--- src/rtl/pwm_duty_sequencer_pkg.sv ---
// Shared types for the breathing-envelope duty sequencer: FSM state encodings
// and the full-scale duty helper.
package pwm_duty_sequencer_pkg;

  typedef enum logic [2:0] {
    SEQ_IDLE    = 3'd0,
    SEQ_UP      = 3'd1,
    SEQ_HOLD_HI = 3'd2,
    SEQ_DOWN    = 3'd3,
    SEQ_HOLD_LO = 3'd4
  } seq_state_t;

  // All-ones value of a w-bit duty word (w <= 31).
  function automatic logic [31:0] duty_max(input int unsigned w);
    return (32'd1 << w) - 32'd1;
  endfunction

endpackage

--- src/rtl/pwm_duty_sequencer_prescaler.sv ---
// Envelope tick generator: counts 0..presc while run is high, pulses tick on
// the terminal count; held cleared while run is low.
module duty_tick_prescaler #(
  parameter int PRESC_W = 20
) (
  input  logic               CLOCK_50,
  input  logic               reset,
  input  logic               run,
  input  logic [PRESC_W-1:0] presc,
  output logic               tick
);

  logic [PRESC_W-1:0] cnt;

  always_ff @(posedge CLOCK_50) begin
    if (reset || !run) begin
      cnt <= '0;
    end else if (cnt == presc) begin
      cnt <= '0;
    end else begin
      cnt <= cnt + PRESC_W'(1);
    end
  end

  assign tick = run && (cnt == presc);

endmodule

--- src/rtl/pwm_duty_sequencer.sv ---
// Breathing-envelope duty generator with a latest-wins mailbox towards the PWM stage.
// Optional perceptual curve stage enabled by defining PWM_DUTY_GAMMA_EN.
//
// state       | meaning
// SEQ_IDLE    | parked, lin=0, waiting for enable
// SEQ_UP      | lin ramps up by step per tick
// SEQ_HOLD_HI | lin at full scale for hold_ticks+1 ticks
// SEQ_DOWN    | lin ramps down by step per tick
// SEQ_HOLD_LO | lin at zero for hold_ticks+1 ticks, then UP or IDLE
module pwm_duty_sequencer
  import pwm_duty_sequencer_pkg::*;
#(
  parameter int DUTY_W  = 16,
  parameter int PRESC_W = 20,
  parameter int HOLD_W  = 8
) (
  input  logic               CLOCK_50,
  input  logic               reset,
  input  logic               enable,
  input  logic [PRESC_W-1:0] presc,
  input  logic [DUTY_W-1:0]  step,
  input  logic [HOLD_W-1:0]  hold_ticks,
  output logic [DUTY_W-1:0]  duty,
  output logic               duty_valid,
  input  logic               duty_ready,
  output logic [2:0]         state
);

  localparam logic [DUTY_W-1:0] DUTY_MAX = DUTY_W'(duty_max(DUTY_W));

  seq_state_t         state_q, state_d;
  logic [DUTY_W-1:0]  lin_q, lin_d;
  logic [HOLD_W-1:0]  hold_cnt, hold_d;
  logic [PRESC_W-1:0] presc_cfg;
  logic [DUTY_W-1:0]  step_cfg;
  logic [HOLD_W-1:0]  hold_cfg;
  logic               load_cfg;
  logic               lin_upd;
  logic               tick;
  logic [DUTY_W-1:0]  step_eff;
  logic [DUTY_W:0]    lin_sum;
  logic [DUTY_W-1:0]  new_val;
  logic               new_vld;

  duty_tick_prescaler #(
    .PRESC_W (PRESC_W)
  ) u_presc (
    .CLOCK_50 (CLOCK_50),
    .reset    (reset),
    .run      (state_q != SEQ_IDLE),
    .presc    (presc_cfg),
    .tick     (tick)
  );

  assign step_eff = (step_cfg == '0) ? DUTY_W'(1) : step_cfg;
  assign lin_sum  = {1'b0, lin_q} + {1'b0, step_eff};

  always_ff @(posedge CLOCK_50) begin
    if (reset) begin
      state_q   <= SEQ_IDLE;
      lin_q     <= '0;
      hold_cnt  <= '0;
      presc_cfg <= '0;
      step_cfg  <= '0;
      hold_cfg  <= '0;
      lin_upd   <= 1'b0;
    end else begin
      state_q  <= state_d;
      lin_q    <= lin_d;
      hold_cnt <= hold_d;
      lin_upd  <= (lin_d != lin_q);
      if (load_cfg) begin
        presc_cfg <= presc;
        step_cfg  <= step;
        hold_cfg  <= hold_ticks;
      end
    end
  end

  always_comb begin
    state_d  = state_q;
    lin_d    = lin_q;
    hold_d   = hold_cnt;
    load_cfg = 1'b0;
    case (state_q)
      SEQ_IDLE: begin
        lin_d = '0;
        if (enable) begin
          state_d  = SEQ_UP;
          load_cfg = 1'b1;
        end
      end
      SEQ_UP: begin
        if (tick) begin
          if (!enable) begin
            state_d = SEQ_DOWN;
          end else if (lin_sum >= {1'b0, DUTY_MAX}) begin
            lin_d   = DUTY_MAX;
            hold_d  = '0;
            state_d = SEQ_HOLD_HI;
          end else begin
            lin_d = lin_sum[DUTY_W-1:0];
          end
        end
      end
      SEQ_HOLD_HI: begin
        if (tick) begin
          if (!enable || hold_cnt == hold_cfg) begin
            state_d = SEQ_DOWN;
          end else begin
            hold_d = hold_cnt + HOLD_W'(1);
          end
        end
      end
      SEQ_DOWN: begin
        if (tick) begin
          if (lin_q <= step_eff) begin
            lin_d   = '0;
            hold_d  = '0;
            state_d = SEQ_HOLD_LO;
          end else begin
            lin_d = lin_q - step_eff;
          end
        end
      end
      SEQ_HOLD_LO: begin
        if (tick) begin
          if (hold_cnt == hold_cfg) begin
            state_d = enable ? SEQ_UP : SEQ_IDLE;
          end else begin
            hold_d = hold_cnt + HOLD_W'(1);
          end
        end
      end
      default: begin
        state_d = SEQ_IDLE;
        lin_d   = '0;
      end
    endcase
  end

`ifdef PWM_DUTY_GAMMA_EN
  logic [2*DUTY_W-1:0] lin_sq;
  logic [DUTY_W-1:0]   gamma_q;
  logic                gamma_upd;

  // Squared curve: full scale lands one below DUTY_MAX.
  assign lin_sq = {{DUTY_W{1'b0}}, lin_q} * {{DUTY_W{1'b0}}, lin_q};

  always_ff @(posedge CLOCK_50) begin
    if (reset) begin
      gamma_q   <= '0;
      gamma_upd <= 1'b0;
    end else begin
      gamma_q   <= DUTY_W'(lin_sq >> DUTY_W);
      gamma_upd <= lin_upd;
    end
  end

  assign new_val = gamma_q;
  assign new_vld = gamma_upd;
`else
  assign new_val = lin_q;
  assign new_vld = lin_upd;
`endif

  // Latest wins: a fresh value always overwrites, even if the old one was just taken.
  always_ff @(posedge CLOCK_50) begin
    if (reset) begin
      duty       <= '0;
      duty_valid <= 1'b0;
    end else if (new_vld) begin
      duty       <= new_val;
      duty_valid <= 1'b1;
    end else if (duty_valid && duty_ready) begin
      duty_valid <= 1'b0;
    end
  end

  assign state = state_q;

endmodule
--- config.mk ---
export PLATFORM = sky130hd
export DESIGN_NAME = pwm_duty_sequencer
export DESIGN_NICKNAME = d
export VERILOG_FILES = /design/src/rtl/pwm_duty_sequencer_pkg.sv /design/src/rtl/pwm_duty_sequencer_prescaler.sv /design/src/rtl/pwm_duty_sequencer.sv
export SDC_FILE = /design/constraint.sdc
export NUM_CORES = 1
export LEC_CHECK = 0
export ABC_CLOCK_PERIOD_IN_PS = 9260
export CAP_MARGIN = 20
export CORE_MARGIN = 1.5
export CORE_UTILIZATION = 40
export CTS_CLUSTER_SIZE = 25
export DETAILED_ROUTE_END_ITERATION = 10
export PLACE_DENSITY = 0.63
export SETUP_SLACK_MARGIN = 0.4
export SLEW_MARGIN = 15
export SYNTH_ARGS = -nofsm -noshare
export SYNTH_HDL_FRONTEND = slang
export SYNTH_SLANG_ARGS = --single-unit
--- constraint.sdc ---
create_clock -name CLOCK_50 -period 9.26 [get_ports CLOCK_50]
set_input_delay 1.852 -clock CLOCK_50 [delete_from_list [all_inputs] [get_ports CLOCK_50]]
set_output_delay 1.852 -clock CLOCK_50 [all_outputs]
set_load 0.01 [all_outputs]
==> results.py, run 1 <==
metrics = {
    "run_status": {
        "status": "completed",
    },
    "floorplan": {
        "dieArea_um2": 19000,
        "io-pin-count": 68,
        "die_h_um": 138,
        "die_w_um": 138,
        "rows": 49,
        "placeableCoreArea_um2": 17900,
        "start_util": 0.407,
    },
    "critical_path": {
        "cp-end-kind": "register",
        "critPathLaunchType": "register",
        "arrival_ps": 4860,
        "path_max_fanout": 6,
        "reg2reg_setup_slack_ps": 4630,
        "cp.required_ps": 9490,
        "path_class": "reg -> reg",
    },
    "route": {
        "wl_um": 22100,
        "ant_nets": 0,
        "num_vias": 6940,
        "vias_per_cell": 5.71,
        "drt_first_pass_iters": 5,
        "drcViolationCount": 0,
        "avgRoutedWirePerCell_um": 18.2,
        "drtIter0Drc": 504,
    },
    "timing": {
        "fmax_mhz": 216,
        "hold_viol": 0,
        "min_period_ps": 4630,
        "rsz0062_at_grt": "false",
        "finalCritPeriodShare": 0.500,
        "fin_setup_tns_ps": 0,
        "final-setup-viol-count": 0,
        "finClkSkew_ps": 17.8,
        "worst_pin_slew_ps": 978,
        "slew_headroom": 0.347,
        "holdWs_ps": 470,
        "drv_slew": 0,
    },
    "cells_and_area": {
        "area_growth_pct": 14.5,
        "multi_input_area_um2": 4670,
        "seqCellArea_um2": 2180,
        "final_cell_mix": "134 x nand2_1, 113 x a21oi_1, 109 x dfxtp_1, 86 x nor2_1, 66 x clkdlybuf4s50_1",
        "diodes": 0,
        "fillers": 1812,
        "drive_gt1_frac": 0.0507,
        "mostFrequentLayoutCell": "nand2_1",
        "nets": 1066,
    },
    "global_routing": {
        "grt_pass1_vias": 6428,
        "grt_start_max_net_pins": 62,
        "grt_pass1_wl_um": 34900,
        "grt_overflow_total": 0,
        "grt_usage": 0.240,
        "antenna_found_initial": 0,
    },
    "clock_network": {
        "cts_tree": "done",
        "cts_buffers": 9,
        "cts_buffer_depth": 2,
        "clk_latency_ps": 370,
        "cts-root-buf": "clkbuf_16",
        "cts_setup_buffers": 0,
        "clk_transition_reported_paths_ps": 90,
        "hold_buffers": 0,
        "cts.sinks": 109,
        "post_cts_resized": 0,
        "htree_num_levels": 3,
    },
    "placed_design": {
        "port_buffers": 67,
        "hpwl_um": 16600,
        "gp_congestion": 0.908,
    },
    "logic_synthesis": {
        "dominantRegCellSynth": "dfxtp_1",
        "seq_area_frac_synth": 0.300,
        "ys_ff_latch": 109,
        "synth-edff-count": 0,
        "synthArstFlopShare": 0,
        "synth_nets": 1048,
        "yosysWarningCount": 0,
        "yosys.cell_types.count": 80,
        "netlist_area_um2": 7280,
        "syn-mean-instance-area_um2": 7.56,
        "synth_cells": 963,
    },
    "pwr": {
        "switchingPower_mw": 0.778,
        "ir_drop_uv": 127,
        "internal_power_mw": 1.00,
        "p_leak_nw": 3.17,
        "clkPwrFrac": 0.233,
        "p_seq_frac": 0.324,
        "power_density_nw_per_um2": 214,
        "combPwrFrac": 0.443,
        "sw_frac_of_total": 0.437,
    },
    "hold_path": {
        "hold_path.class": "reg -> reg",
    },
    "job": {
        "max_cap_violations": 0,
    },
}
==> layer usage <==
| metal | wire length, um | up-vias | track usage | share of wire |
|---|---|---|---|---|
| met3 | 1530 | 48 | 0.0446 | 0.069 |
| met4 | 715 | 0 | 0.0949 | 0.032 |
| met1 | 10500 | 3219 | 0.346 | 0.48 |
| met5 | 0 | - | 0 | 0 |
| met2 | 9320 | 253 | 0.349 | 0.42 |
| li1 | - | 3420 | - | - |
==> flip-flops by register name, summed over array words and instances (netlist names), 3 cells and up <==
signal       cells
presc_cfg       20
u_presc.cnt     20
duty            16
lin_q           16
step_cfg        16
hold_cfg         8
hold_cnt         8
state            3
==> through the flow <==
step	worst slack (ps)	cell area, um2	util	cells	power (mW)
after floorplan	5590	7280	-	963	1.14
after global placement	3960	8000	0.447	1198	1.36
after detailed placement	3980	8000	0.447	1198	1.36
after CTS	4330	8330	0.465	1214	1.78
after global routing	4450	8340	0.466	1215	1.89
final	4630	8340	0.466	1215	1.78
==> power by group through the flow <==
| stage | clock [mW] | combinational (mW) | sequential (mW) |
|---|---|---|---|
| after floorplan | 0 | 0.581 | 0.558 |
| after global placement | 0 | 0.771 | 0.587 |
| final | 0.416 | 0.789 | 0.578 |
| after CTS | 0.427 | 0.775 | 0.578 |
| after global routing | 0.444 | 0.859 | 0.586 |
| after detailed placement | 0 | 0.768 | 0.589 |
==> synth_stat cells, types with 18 or more instances <==
master | count | area (um2)
xor2_1 | 45 | 394
a21oi_1 | 113 | 566
nand2_1 | 134 | 503
inv_1 | 42 | 158
nand3_1 | 23 | 115
mux2i_1 | 18 | 180
ha_1 | 35 | 438
xnor2_1 | 28 | 245
nor2_1 | 86 | 323
dfxtp_1 | 109 | 2180
nor4_1 | 18 | 113
o21ai_0 | 37 | 185
clkbuf_1 | 52 | 195
==> critical path, stage by stage (launching register included) <==
cell       delay, ps
dfxtp_1          340
nor4_1           340
a41o_1           340
ha_1             200
inv_1             50
fa_1             410
a211oi_2         300
o21ai_2          180
a2111oi_1        520
nor2_1           140
xnor2_1          300
a21boi_0         180
o41ai_1          450
o2111ai_1        200
nor4_1           380
a41oi_1          160
==> cells by family (layout without fill, tap and decap cells) <==
kind of cell             after synthesis  in the layout  synth area share
AO/OA/AOI/OAI                        259            259             0.228
AND/OR/NAND/NOR                      355            355             0.230
flip-flops                           109            109             0.300
multiplexers                          21             21            0.0294
buffers and inverters                109            132            0.0595
XOR/XNOR                              73             73            0.0878
adder cells (fa/ha/maj)               37             37            0.0656
==> final cells by class <==
cell class | count | area share
clock inverter | 7 | 0.0122
sequential | 109 | 0.262
tap | 229 | 0.0344
inverter | 42 | 0.0189
timing repair buffer | 74 | 0.0861
multi-input combinational | 745 | 0.560
clock buffer | 9 | 0.0270
==> path summary, 6_finish.rpt <==
| check | from | endpoint | cells past startpoint |
|---|---|---|---|
| max | step_cfg[7] | lin_upd | 15 |
| min | presc_cfg[18] | presc_cfg[18] | 2 |
| max reg2reg | step_cfg[7] | lin_upd | 15 |
| min reg2reg | presc_cfg[18] | presc_cfg[18] | 2 |
Note: power is estimated with default switching activity, not from simulation.
==> run 2, diff against run 1 <==
--- a/config.mk
+++ b/config.mk
@@ -5,13 +5,13 @@
 export SDC_FILE = /design/constraint.sdc
 export NUM_CORES = 1
 export LEC_CHECK = 0
-export ABC_CLOCK_PERIOD_IN_PS = 9260
+export ABC_CLOCK_PERIOD_IN_PS = 4250
 export CAP_MARGIN = 20
 export CORE_MARGIN = 1.5
 export CORE_UTILIZATION = 40
 export CTS_CLUSTER_SIZE = 25
 export DETAILED_ROUTE_END_ITERATION = 10
-export PLACE_DENSITY = 0.63
+export PLACE_DENSITY = 0.65
 export SETUP_SLACK_MARGIN = 0.4
 export SLEW_MARGIN = 15
 export SYNTH_ARGS = -nofsm -noshare
==> constraint.sdc (replaced) <==
create_clock -name CLOCK_50 -period 4.25 [get_ports CLOCK_50]
set_input_delay 0.85 -clock CLOCK_50 [delete_from_list [all_inputs] [get_ports CLOCK_50]]
set_output_delay 0.85 -clock CLOCK_50 [all_outputs]
set_load 0.01 [all_outputs]
==> run 2 against run 1 <==
- the run now ends with setup timing left
- sequential power increased by 120%
- clock skew decreased by 5.6 ps
- die area unchanged
- count of clock-buffer cells in the layout increased by 1
- largest cell class unchanged
- utilization increased by 3.6 points
- flip-flop and latch count unchanged
- global-route usage increased by 0.96 points
- combinational power increased to 2.6 times the previous value
- setup slack got worse by 4600 ps
- first-iteration DRC count increased by 37%
- critical path depth decreased by 1
- largest power group unchanged
==> results.py, run 2 (synthesis gave the netlist of run 1 again) <==
metrics = {
    "run_status": {
        "status": "finished with violations",
        "violations": "setup timing",
    },
    "clock_network": {
        "hold_buffers": 0,
        "cts_buffer_depth": 2,
        "cts.sinks": 109,
        "clk_transition_reported_paths_ps": 80,
        "clk_latency_ps": 360,
        "cts_buffers": 9,
        "cts-root-buf": "clkbuf_16",
        "cts_tree": "done",
        "htree_num_levels": 3,
    },
    "placed_design": {
        "gp_congestion": 1.05,
        "post-place-ws_ps": -42.9,
        "hpwl_um": 17700,
        "placed_area_um2": 8350,
        "port_buffers": 67,
        "dp.cells": 1243,
    },
    "critical_path": {
        "path_max_fanout": 6,
        "arrival_ps": 4470,
        "cp-end-kind": "register",
        "critPathLaunchType": "register",
        "critPathTopFamily": "compound AO/OA/AOI/OAI gates",
        "cp.depth": 14,
        "cp.required_ps": 4460,
        "crit_path_cell_trace": "buf_4 > inv_1 > ha_1 > nor2b_1 > or2_2 > a21oi_1 > a311oi_2 > buf_4 > nor3_1 > nor4_1 > a221o_1 > or4b_1 > a2111oi_2 > a41oi_1",
        "path_class": "reg -> reg",
        "worst-path-buf-inv": 3,
        "rr_worst_depth": 14,
        "crit_top_cell": "buf_4",
        "cp_slowest_stage_delay_ps": 550,
        "critPathSlowestCell": "a21oi_1",
    },
    "pwr": {
        "switchingPower_mw": 1.77,
        "clkPwrFrac": 0.208,
        "power_density_nw_per_um2": 461,
        "ir_drop_uv": 252,
        "p_seq_frac": 0.301,
        "combPwrFrac": 0.491,
        "internal_power_mw": 2.37,
        "sw_frac_of_total": 0.428,
        "p_leak_nw": 3.51,
    },
    "timing": {
        "rsz0062_at_grt": "true",
        "fmax_mhz": 235,
        "finalCritPeriodShare": 1.00,
        "worst_pin_slew_ps": 990,
        "worst_slack_ps": -8.04,
        "slew_headroom": 0.339,
        "finClkSkew_ps": 12.3,
        "drv_slew": 0,
        "final-setup-viol-count": 1,
        "hold_viol": 0,
        "min_period_ps": 4260,
    },
    "global_routing": {
        "grt.met1_usage": 0.352,
        "grt_overflow_total": 0,
        "met3_usage": 0.0526,
        "use_met2": 0.364,
        "antenna_found_initial": 0,
        "grt_usage": 0.249,
        "grt_pass1_vias": 6684,
        "grt-busiest-layer": "met2",
        "grt_pass1_wl_um": 36100,
        "grt_start_max_net_pins": 55,
    },
    "floorplan": {
        "placeableCoreArea_um2": 17900,
        "die_h_um": 138,
        "die_w_um": 138,
        "start_util": 0.407,
        "dieArea_um2": 19000,
        "io-pin-count": 68,
        "rows": 49,
    },
    "hold_path": {
        "worstHoldPathCells": 2,
        "hold_path.class": "reg -> reg",
    },
    "cells_and_area": {
        "finalNonFillerCells": 1274,
        "stdcell_area_um2": 8990,
        "nets": 1125,
        "fin_util": 0.502,
        "diodes": 0,
        "mostFrequentLayoutCell": "nand2_1",
        "drive_gt1_frac": 0.136,
        "largest_registers": "presc_cfg: 20 flops, u_presc.cnt: 20 flops",
        "final_cell_mix": "133 x nand2_1, 109 x a21oi_1, 108 x dfxtp_1, 84 x nor2_1, 66 x clkdlybuf4s50_1",
        "area_growth_pct": 23.5,
    },
    "route": {
        "drtIter0Drc": 692,
        "avgRoutedWirePerCell_um": 18.7,
        "wl_um": 23900,
        "drt_first_pass_iters": 5,
        "num_vias": 7397,
        "ant_nets": 0,
        "vias_per_cell": 5.81,
        "drcViolationCount": 0,
    },
    "job": {
        "max_cap_violations": 0,
    },
}
==> run 2: area by class of cell <==
class                   instances  area, um2
clock buffers                  10        239
clock inverters                 6       63.8
fillers                      1805       8910
inverters                      42        158
multi-input cells             746       4890
flip-flops and latches        109       2180
well taps                     229        287
repair buffers                132       1170
==> run 2: final timing paths <==
kind,end,start,slack (ps)
min reg2reg,presc_cfg[0],presc_cfg[0],470
max reg2reg,lin_upd,step_cfg[7],-8
min,presc_cfg[0],presc_cfg[0],470
max,lin_upd,step_cfg[7],-8
==> run 2: timing repair <==
item	4_1_cts	5_1_grt
buffers inserted	4	10
setup endpoints to repair	13	14
gates resized for setup	17	26
cloned	0	1
hold endpoints to repair	0	0
pin swaps	13	22
==> run 2: power groups by stage <==
stage / Clock, mW / Sequential [mW] / Combinational, mW
4_1_cts: 0.879 / 1.24 / 1.84
5_1_grt: 0.918 / 1.26 / 2.17
3_5_place_dp: 0 / 1.26 / 1.78
6_report: 0.862 / 1.25 / 2.03
3_3_place_gp: 0 / 1.26 / 1.79
2_1_floorplan: 0 / 1.21 / 1.27
==> run 2: metrics by stage <==
step	setup TNS (ps)	power [mW]	hold slack [ps]
floorplan	0	2.48	436
global placement	0	3.05	456
detailed placement	-42.9	3.04	461
CTS	0	3.96	470
global route	-73.7	4.35	492
finish	-8.04	4.14	468
==> run 2: per-layer routing <==
metal,up-vias,part of all wire
met2,343,0.43
met5,-,0
met1,3439,0.45
met3,67,0.086
li1,3548,-
met4,0,0.036
==> run 2: worst min-delay path, cell delays in order (launching register included) <==
cell,delay (ps)
dfxtp_1,320
nand2_1,50
a21oi_1,50
